===== src/rtl/serial_adder_core_pkg.sv =====
// Shared types and constants for the digit-serial adder/subtractor.
package tt_adder_pkg;

    typedef enum logic [1:0] {
        ST_IDLE = 2'd0,
        ST_RUN  = 2'd1,
        ST_DONE = 2'd2
    } state_e;

    // Carry-in seeded into the chain for A - B = A + ~B + 1.
    localparam logic SUB_CIN = 1'b1;

    // Digit counter width: clog2(n), never narrower than one bit.
    function automatic int count_width(input int n);
        return (n <= 2) ? 1 : $clog2(n);
    endfunction

endpackage


===== src/rtl/serial_adder_core_if.sv =====
// Operand/result handshake bundle for serial_adder_core.
interface serial_adder_core_if #(
    parameter int WIDTH = 8
);
    logic             in_valid;
    logic             in_ready;
    logic [WIDTH-1:0] a;
    logic [WIDTH-1:0] b;
    logic             sub;
    logic             out_valid;
    logic             out_ready;
    logic [WIDTH-1:0] sum;
    logic             carry_out;
    logic             overflow;
    logic             busy;

    // Producer/consumer side (operand loader and result driver).
    modport master (
        output in_valid, a, b, sub, out_ready,
        input  in_ready, out_valid, sum, carry_out, overflow, busy
    );

    // Core side.
    modport slave (
        input  in_valid, a, b, sub, out_ready,
        output in_ready, out_valid, sum, carry_out, overflow, busy
    );
endinterface


===== src/rtl/serial_adder_core_full_adder_slice.sv =====
// One-bit full adder: the half-adder slice extended with a carry input.
module full_adder_slice (
    input  logic a,
    input  logic b,
    input  logic cin,
    output logic s,
    output logic cout
);
    assign s    = a ^ b ^ cin;
    assign cout = (a & b) | (cin & (a ^ b));
endmodule


===== src/rtl/serial_adder_core.sv =====
// Digit-serial WIDTH-bit adder/subtractor. DIGIT bits per cycle ripple
// through a chain of full_adder_slice; the inter-digit carry lives in a flop.
module serial_adder_core
    import tt_adder_pkg::*;
#(
    parameter int WIDTH = 8,
    parameter int DIGIT = 1
) (
    input  logic                clk,
    input  logic                rst,
    serial_adder_core_if.slave  bus
);
    localparam int N  = WIDTH / DIGIT;
    localparam int CW = count_width(N);

    if ((DIGIT < 1) || (WIDTH < 2) || ((WIDTH % DIGIT) != 0)) begin : g_bad_params
        $error("serial_adder_core: WIDTH must be >= 2 and divisible by DIGIT");
    end

    state_e           state_q, state_d;
    logic [WIDTH-1:0] a_q, a_d;
    logic [WIDTH-1:0] b_q, b_d;
    logic [WIDTH-1:0] sum_q, sum_d;
    logic             carry_q, carry_d;
    logic [CW-1:0]    count_q, count_d;
    logic             cout_q, cout_d;
    logic             ovf_q, ovf_d;

    logic [DIGIT:0]   chain_c;
    logic [DIGIT-1:0] chain_s;
    logic [WIDTH-1:0] sum_shift;

    assign chain_c[0] = carry_q;

    for (genvar i = 0; i < DIGIT; i++) begin : g_slice
        full_adder_slice u_fa (
            .a    (a_q[i]),
            .b    (b_q[i]),
            .cin  (chain_c[i]),
            .s    (chain_s[i]),
            .cout (chain_c[i+1])
        );
    end

    // New digit enters at the top; after N digits the LSB digit sits at bit 0.
    assign sum_shift = (sum_q >> DIGIT) | (WIDTH'(chain_s) << (WIDTH - DIGIT));

    assign bus.in_ready  = (state_q == ST_IDLE);
    assign bus.out_valid = (state_q == ST_DONE);
    assign bus.busy      = (state_q != ST_IDLE);
    assign bus.sum       = sum_q;
    assign bus.carry_out = cout_q;
    assign bus.overflow  = ovf_q;

    // Next-state and datapath update for the IDLE/RUN/DONE sequencer.
    always_comb begin
        state_d = state_q;
        a_d     = a_q;
        b_d     = b_q;
        sum_d   = sum_q;
        carry_d = carry_q;
        count_d = count_q;
        cout_d  = cout_q;
        ovf_d   = ovf_q;
        unique case (state_q)
            ST_IDLE: begin
                if (bus.in_valid) begin
                    a_d     = bus.a;
                    b_d     = bus.sub ? ~bus.b : bus.b;
                    carry_d = bus.sub ? SUB_CIN : 1'b0;
                    count_d = '0;
                    state_d = ST_RUN;
                end
            end
            ST_RUN: begin
                sum_d   = sum_shift;
                a_d     = a_q >> DIGIT;
                b_d     = b_q >> DIGIT;
                carry_d = chain_c[DIGIT];
                if (count_q == CW'(N - 1)) begin
                    // The top slice of the last digit is the MSB.
                    cout_d  = chain_c[DIGIT];
                    ovf_d   = chain_c[DIGIT-1] ^ chain_c[DIGIT];
                    state_d = ST_DONE;
                end else begin
                    count_d = count_q + CW'(1);
                end
            end
            ST_DONE: begin
                if (bus.out_ready) begin
                    state_d = ST_IDLE;
                end
            end
            default: state_d = ST_IDLE;
        endcase
    end

    // State and datapath registers; reset discards any in-flight operation.
    always_ff @(posedge clk) begin
        if (rst) begin
            state_q <= ST_IDLE;
            a_q     <= '0;
            b_q     <= '0;
            sum_q   <= '0;
            carry_q <= 1'b0;
            count_q <= '0;
            cout_q  <= 1'b0;
            ovf_q   <= 1'b0;
        end else begin
            state_q <= state_d;
            a_q     <= a_d;
            b_q     <= b_d;
            sum_q   <= sum_d;
            carry_q <= carry_d;
            count_q <= count_d;
            cout_q  <= cout_d;
            ovf_q   <= ovf_d;
        end
    end

endmodule


===== src/flat_wrapper.sv =====
// flat-port wrapper written by rule: the top's interface ports become plain ports
module serial_adder_core_flat import tt_adder_pkg::*;
#(
    parameter int WIDTH = 8,
    parameter int DIGIT = 1
)
  (clk, rst, bus_in_valid, bus_a, bus_b, bus_sub, bus_out_ready, bus_in_ready, bus_out_valid, bus_sum, bus_carry_out, bus_overflow, bus_busy);
  serial_adder_core_if #(.WIDTH(WIDTH)) bus_i ();
  input  logic clk;
  input  logic rst;
  input wire logic [$bits(bus_i.in_valid)-1:0] bus_in_valid;
  input wire logic [$bits(bus_i.a)-1:0] bus_a;
  input wire logic [$bits(bus_i.b)-1:0] bus_b;
  input wire logic [$bits(bus_i.sub)-1:0] bus_sub;
  input wire logic [$bits(bus_i.out_ready)-1:0] bus_out_ready;
  output wire logic [$bits(bus_i.in_ready)-1:0] bus_in_ready;
  output wire logic [$bits(bus_i.out_valid)-1:0] bus_out_valid;
  output wire logic [$bits(bus_i.sum)-1:0] bus_sum;
  output wire logic [$bits(bus_i.carry_out)-1:0] bus_carry_out;
  output wire logic [$bits(bus_i.overflow)-1:0] bus_overflow;
  output wire logic [$bits(bus_i.busy)-1:0] bus_busy;
  assign bus_i.in_valid = bus_in_valid;
  assign bus_i.a = bus_a;
  assign bus_i.b = bus_b;
  assign bus_i.sub = bus_sub;
  assign bus_i.out_ready = bus_out_ready;
  assign bus_in_ready = bus_i.in_ready;
  assign bus_out_valid = bus_i.out_valid;
  assign bus_sum = bus_i.sum;
  assign bus_carry_out = bus_i.carry_out;
  assign bus_overflow = bus_i.overflow;
  assign bus_busy = bus_i.busy;
  serial_adder_core #(.WIDTH(WIDTH), .DIGIT(DIGIT)) u_core (.clk(clk), .rst(rst), .bus(bus_i));
endmodule

===== config.mk =====
export PLATFORM = sky130hd
export DESIGN_NAME = serial_adder_core_flat
export DESIGN_NICKNAME = d
export VERILOG_FILES = /design/src/rtl/serial_adder_core_pkg.sv /design/src/rtl/serial_adder_core_if.sv /design/src/rtl/serial_adder_core_full_adder_slice.sv /design/src/rtl/serial_adder_core.sv /design/src/flat_wrapper.sv
export SDC_FILE = /design/constraint.sdc
export NUM_CORES = 1
export LEC_CHECK = 0
export CAP_MARGIN = 10
export CORE_ASPECT_RATIO = 1.1
export CORE_UTILIZATION = 35
export DETAILED_ROUTE_END_ITERATION = 6
export PLACE_DENSITY = 0.61
export SLEW_MARGIN = 20
export SYNTH_ARGS = -nofsm -noshare
export SYNTH_HDL_FRONTEND = slang
export SYNTH_HIERARCHICAL = 1
export SYNTH_SLANG_ARGS = --single-unit

===== constraint.sdc =====
create_clock -name clk -period 3 [get_ports clk]
set_input_delay 0.45 -clock clk [delete_from_list [all_inputs] [get_ports clk]]
set_output_delay 0.45 -clock clk [all_outputs]
set_load 0.01 [all_outputs]

==> results_tabular.tex <==
\begin{tabular}{lr}
\hline
Metric & Value \\
\hline
\multicolumn{2}{l}{\textbf{Clock network}} \\
Cts bufs inserted & 5 \\
Count of H-tree levels built during CTS & 2 \\
Post-CTS Setup Bufs & 0 \\
Hold\_buf cts & 0 \\
Clock-pin slew on the worst setup and hold paths & 60 ps \\
Deepest clock path buffer count & 2 \\
TritonCTS clock tree & done \\
Insertion delay of the later-clocked pin in the worst-skew pair & 270 ps \\
CTS resizes & 0 \\
Clk sink count & 32 \\
Root Buffer & clkbuf\_8 \\
\multicolumn{2}{l}{\textbf{Routing}} \\
Mean number of vias per cell & 4.926 \\
Vias after detailed routing & 1,197 \\
Routed length on met2 & 1.444 mm \\
WL met3 & 132 microns \\
Number of nets still failing antenna checks after routing & 0 \\
Drt initial violations & 50 \\
Number of design rule violations left after detail routing & 0 \\
Router iterations before antenna repair & 4 \\
DRT met1 WL & 1.324 mm \\
Highest metal used & met4 \\
Routed wire length per instance & 11.96 microns \\
Final WL & 2.907 mm \\
\multicolumn{2}{l}{\textbf{Power}} \\
Internal power of the cells & 704.2 uW \\
Net Switching & 232.8 uW \\
Portion of total power attributed to the clock network & 0.356 \\
Sequential group share of total power & 0.499 \\
Peak supply drop & 0.2905 mV \\
Combinational cell fraction of total power & 0.145 \\
Pwr dens & 505.3 mW/mm\^{}2 \\
Net switching fraction of the power & 0.2485 \\
P\_leak & 0.6577 nW \\
\multicolumn{2}{l}{\textbf{Worst setup path}} \\
Critical path data arrival time & 1630 ps \\
Highest cell delay on the worst timing path & 520 ps \\
Register-to-register path setup slack & 1440 ps \\
Element type at the critical path start & register \\
Largest delay contributor family on the critical path & buffers and inverters \\
Critical path endpoint category & output pin \\
Critical-path cell with the highest stage delay & clkdlybuf4s50\_1 \\
Number of buffers and inverters on the critical path & 2 \\
CP Data Required Time & 2550 ps \\
Top fanout value on the critical path & 9 \\
Sequence of cells on the critical path & or2\_2 -> inv\_1 -> clkdlybuf4s50\_1 \\
Critical path class & register to output pin \\
\multicolumn{2}{l}{\textbf{Synthesis}} \\
Flop and latch count out of synthesis & 32 \\
Post-Syn Area per Cell & 9.116 sq um \\
Proportion of register bits with asynchronous set or reset after synthesis & 0 \\
Primary FF master, synth & dfxtp\_1 \\
Post-synthesis instance area & 0.001468 sq mm \\
Synthesized Nets & 185 \\
Distinct cells, synth & 34 \\
Number of warnings issued by yosys & 6 \\
Seq/Total Area, Yosys & 0.4365 \\
Post-synthesis cell count & 161 \\
Count of flip-flops with a built-in enable after synthesis & 0 \\
\multicolumn{2}{l}{\textbf{GRT}} \\
GRT Resource Usage Total & 0.1393 \\
Antenna violations before repair & 0 \\
Wire length of the first global-routing pass & 4.871 mm \\
Pin count of the biggest net entering global routing & 26 \\
Overflow after GRT & 0 \\
Vias in the first global route & 1,067 \\
\multicolumn{2}{l}{\textbf{Floorplan}} \\
Placement row count & 24 \\
Num ports & 34 \\
Total Die Area & 0.004456 sq mm \\
Effective utilization at floorplan & 0.3675 \\
Horizontal die dimension & 63.74 microns \\
Area of the core & 0.003994 sq mm \\
Height of the die & 69.92 microns \\
\multicolumn{2}{l}{\textbf{STA}} \\
Worst slew margin & 0.6137 \\
Final number of setup-violating endpoints & 0 \\
Worst-margin pin slew & 578.2 ps \\
Fin Clk Skew & 3.524 ps \\
Post-route minimum period & 2085 ps \\
Summed negative setup slack over all endpoints & 0 ps \\
Unrepaired setup endpoints after global routing & false \\
Final worst-path cycle share & 0.6949 \\
Maximum frequency from static timing analysis & 0.4797 GHz \\
Number of hold violations in the final report & 0 \\
Number of max-slew violations in the final report & 0 \\
\multicolumn{2}{l}{\textbf{Layout}} \\
P\&R area growth vs syn & 26.34\% \\
Layout cells sized above 1 & 0.07853 \\
Register Area & 640.6 sq um \\
Filler Cells Inserted & 391 \\
Fin util & 0.4643 \\
Area used by multi-input combinational logic & 701.9 sq um \\
Final layout net count & 214 \\
Number of inserted diodes & 0 \\
Highest-count cells in the layout ignoring fill and taps & clkdlybuf4s50\_1 (33), dfxtp\_1 (32), nand2\_1 (27), a21oi\_1 (27), a22oi\_1 (9) \\
Most frequent standard cell in the layout excluding fill and tap cells & clkdlybuf4s50\_1 \\
\multicolumn{2}{l}{\textbf{Run}} \\
Maxcap violations & 0 \\
\multicolumn{2}{l}{\textbf{Status}} \\
Run status & completed \\
\multicolumn{2}{l}{\textbf{Place}} \\
Port Buffer Count & 33 \\
Gpl congestion & 0.7079 \\
Post-detailed-placement half-perimeter wirelength & 2.044 mm \\
\multicolumn{2}{l}{\textbf{Hold path}} \\
Hold WC Path Type & register to register \\
\hline
\end{tabular}
## power groups by stage
| stage | Sequential, mW | Combinational, mW | Clock, mW |
|---|---|---|---|
| CTS | 0.467 | 0.138 | 0.346 |
| global placement | 0.475 | 0.135 | 0 |
| finish | 0.467 | 0.136 | 0.333 |
| global route | 0.470 | 0.152 | 0.369 |
| floorplan | 0.470 | 0.105 | 0 |
| detailed placement | 0.477 | 0.138 | 0 |
## state kept, by name (all words and copies together), names as in the netlist
signal / count
u_core/carry_q: 1
u_core/bus.carry_out: 1
u_core/count_q: 3
u_core/bus.sum: 8
u_core/state_q: 2
u_core/b_q: 8
u_core/a_q: 8
u_core/bus.overflow: 1
## per-layer routing
| layer | vias to the layer above | GRT usage |
|---|---|---|
| met1 | 542 | 0.1735 |
| met4 | 0 | 0.04545 |
| li1 | 621 | - |
| met2 | 32 | 0.2317 |
| met5 | - | 0 |
| met3 | 2 | 0.03595 |
## cell families after synthesis
kind of cell | share of synthesized area
AO/OA/AOI/OAI | 0.2549
AND/OR/NAND/NOR | 0.1390
flip-flops | 0.4365
buffers and inverters | 0.08524
XOR/XNOR | 0.05371
adder cells (fa/ha/maj) | 0.03069
## area by class of cell
class / instances / area share
repair buffers: 34 / 0.1822
inverters: 4 / 0.008097
clock inverters: 1 / 0.004049
well taps: 52 / 0.03509
flip-flops and latches: 32 / 0.3455
clock buffers: 7 / 0.04656
multi-input cells: 113 / 0.3785
## final timing paths
check | to | cells past startpoint | from
hold reg to reg | u_core/bus.sum[0] | 2 | u_core/bus.sum[0]
setup reg to reg | u_core/b_q[5] | 3 | u_core/state_q[0]
setup / recovery | bus_in_ready | 3 | u_core/state_q[0]
hold / removal | u_core/bus.sum[0] | 2 | u_core/bus.sum[0]
## Yosys cell counts (2+ instances only)
cell type / number / area [sq um]
o2111ai_1: 2 / 17.52
xor2_1: 2 / 17.52
dfxtp_1: 32 / 640.6
a22oi_1: 9 / 67.56
buf_6: 3 / 33.78
a21oi_1: 27 / 135.1
inv_1: 4 / 15.01
nand3_1: 2 / 10.01
buf_4: 2 / 15.01
nand2_1: 27 / 101.4
o21ai_0: 8 / 40.04
xnor2_1: 7 / 61.31
clkbuf_1: 3 / 11.26
ha_1: 2 / 25.02
nor2_1: 3 / 11.26
o22ai_1: 7 / 43.79
buf_8: 3 / 45.04
o41ai_1: 2 / 17.52
## per-stage QoR
stage               cells  total power, mW  area, sq um  hold WS [ps]  setup slack [ps]
detailed placement    235           0.6142         1760         449.5              1060
finish                243           0.9370         1854         462.0             915.3
floorplan             161           0.5753         1468         465.8              1672
CTS                   243           0.9509         1854         459.5             899.6
global placement      235           0.6101         1760         442.4              1166
global route          243           0.9907         1854         472.2             841.6
## worst register-to-register path: stages, from the launching register on
cell,delay [ps]
dfxtp_1,560
nor2b_4,600
a22oi_1,130
o22ai_1,190
(Power assumes the default switching activity.)
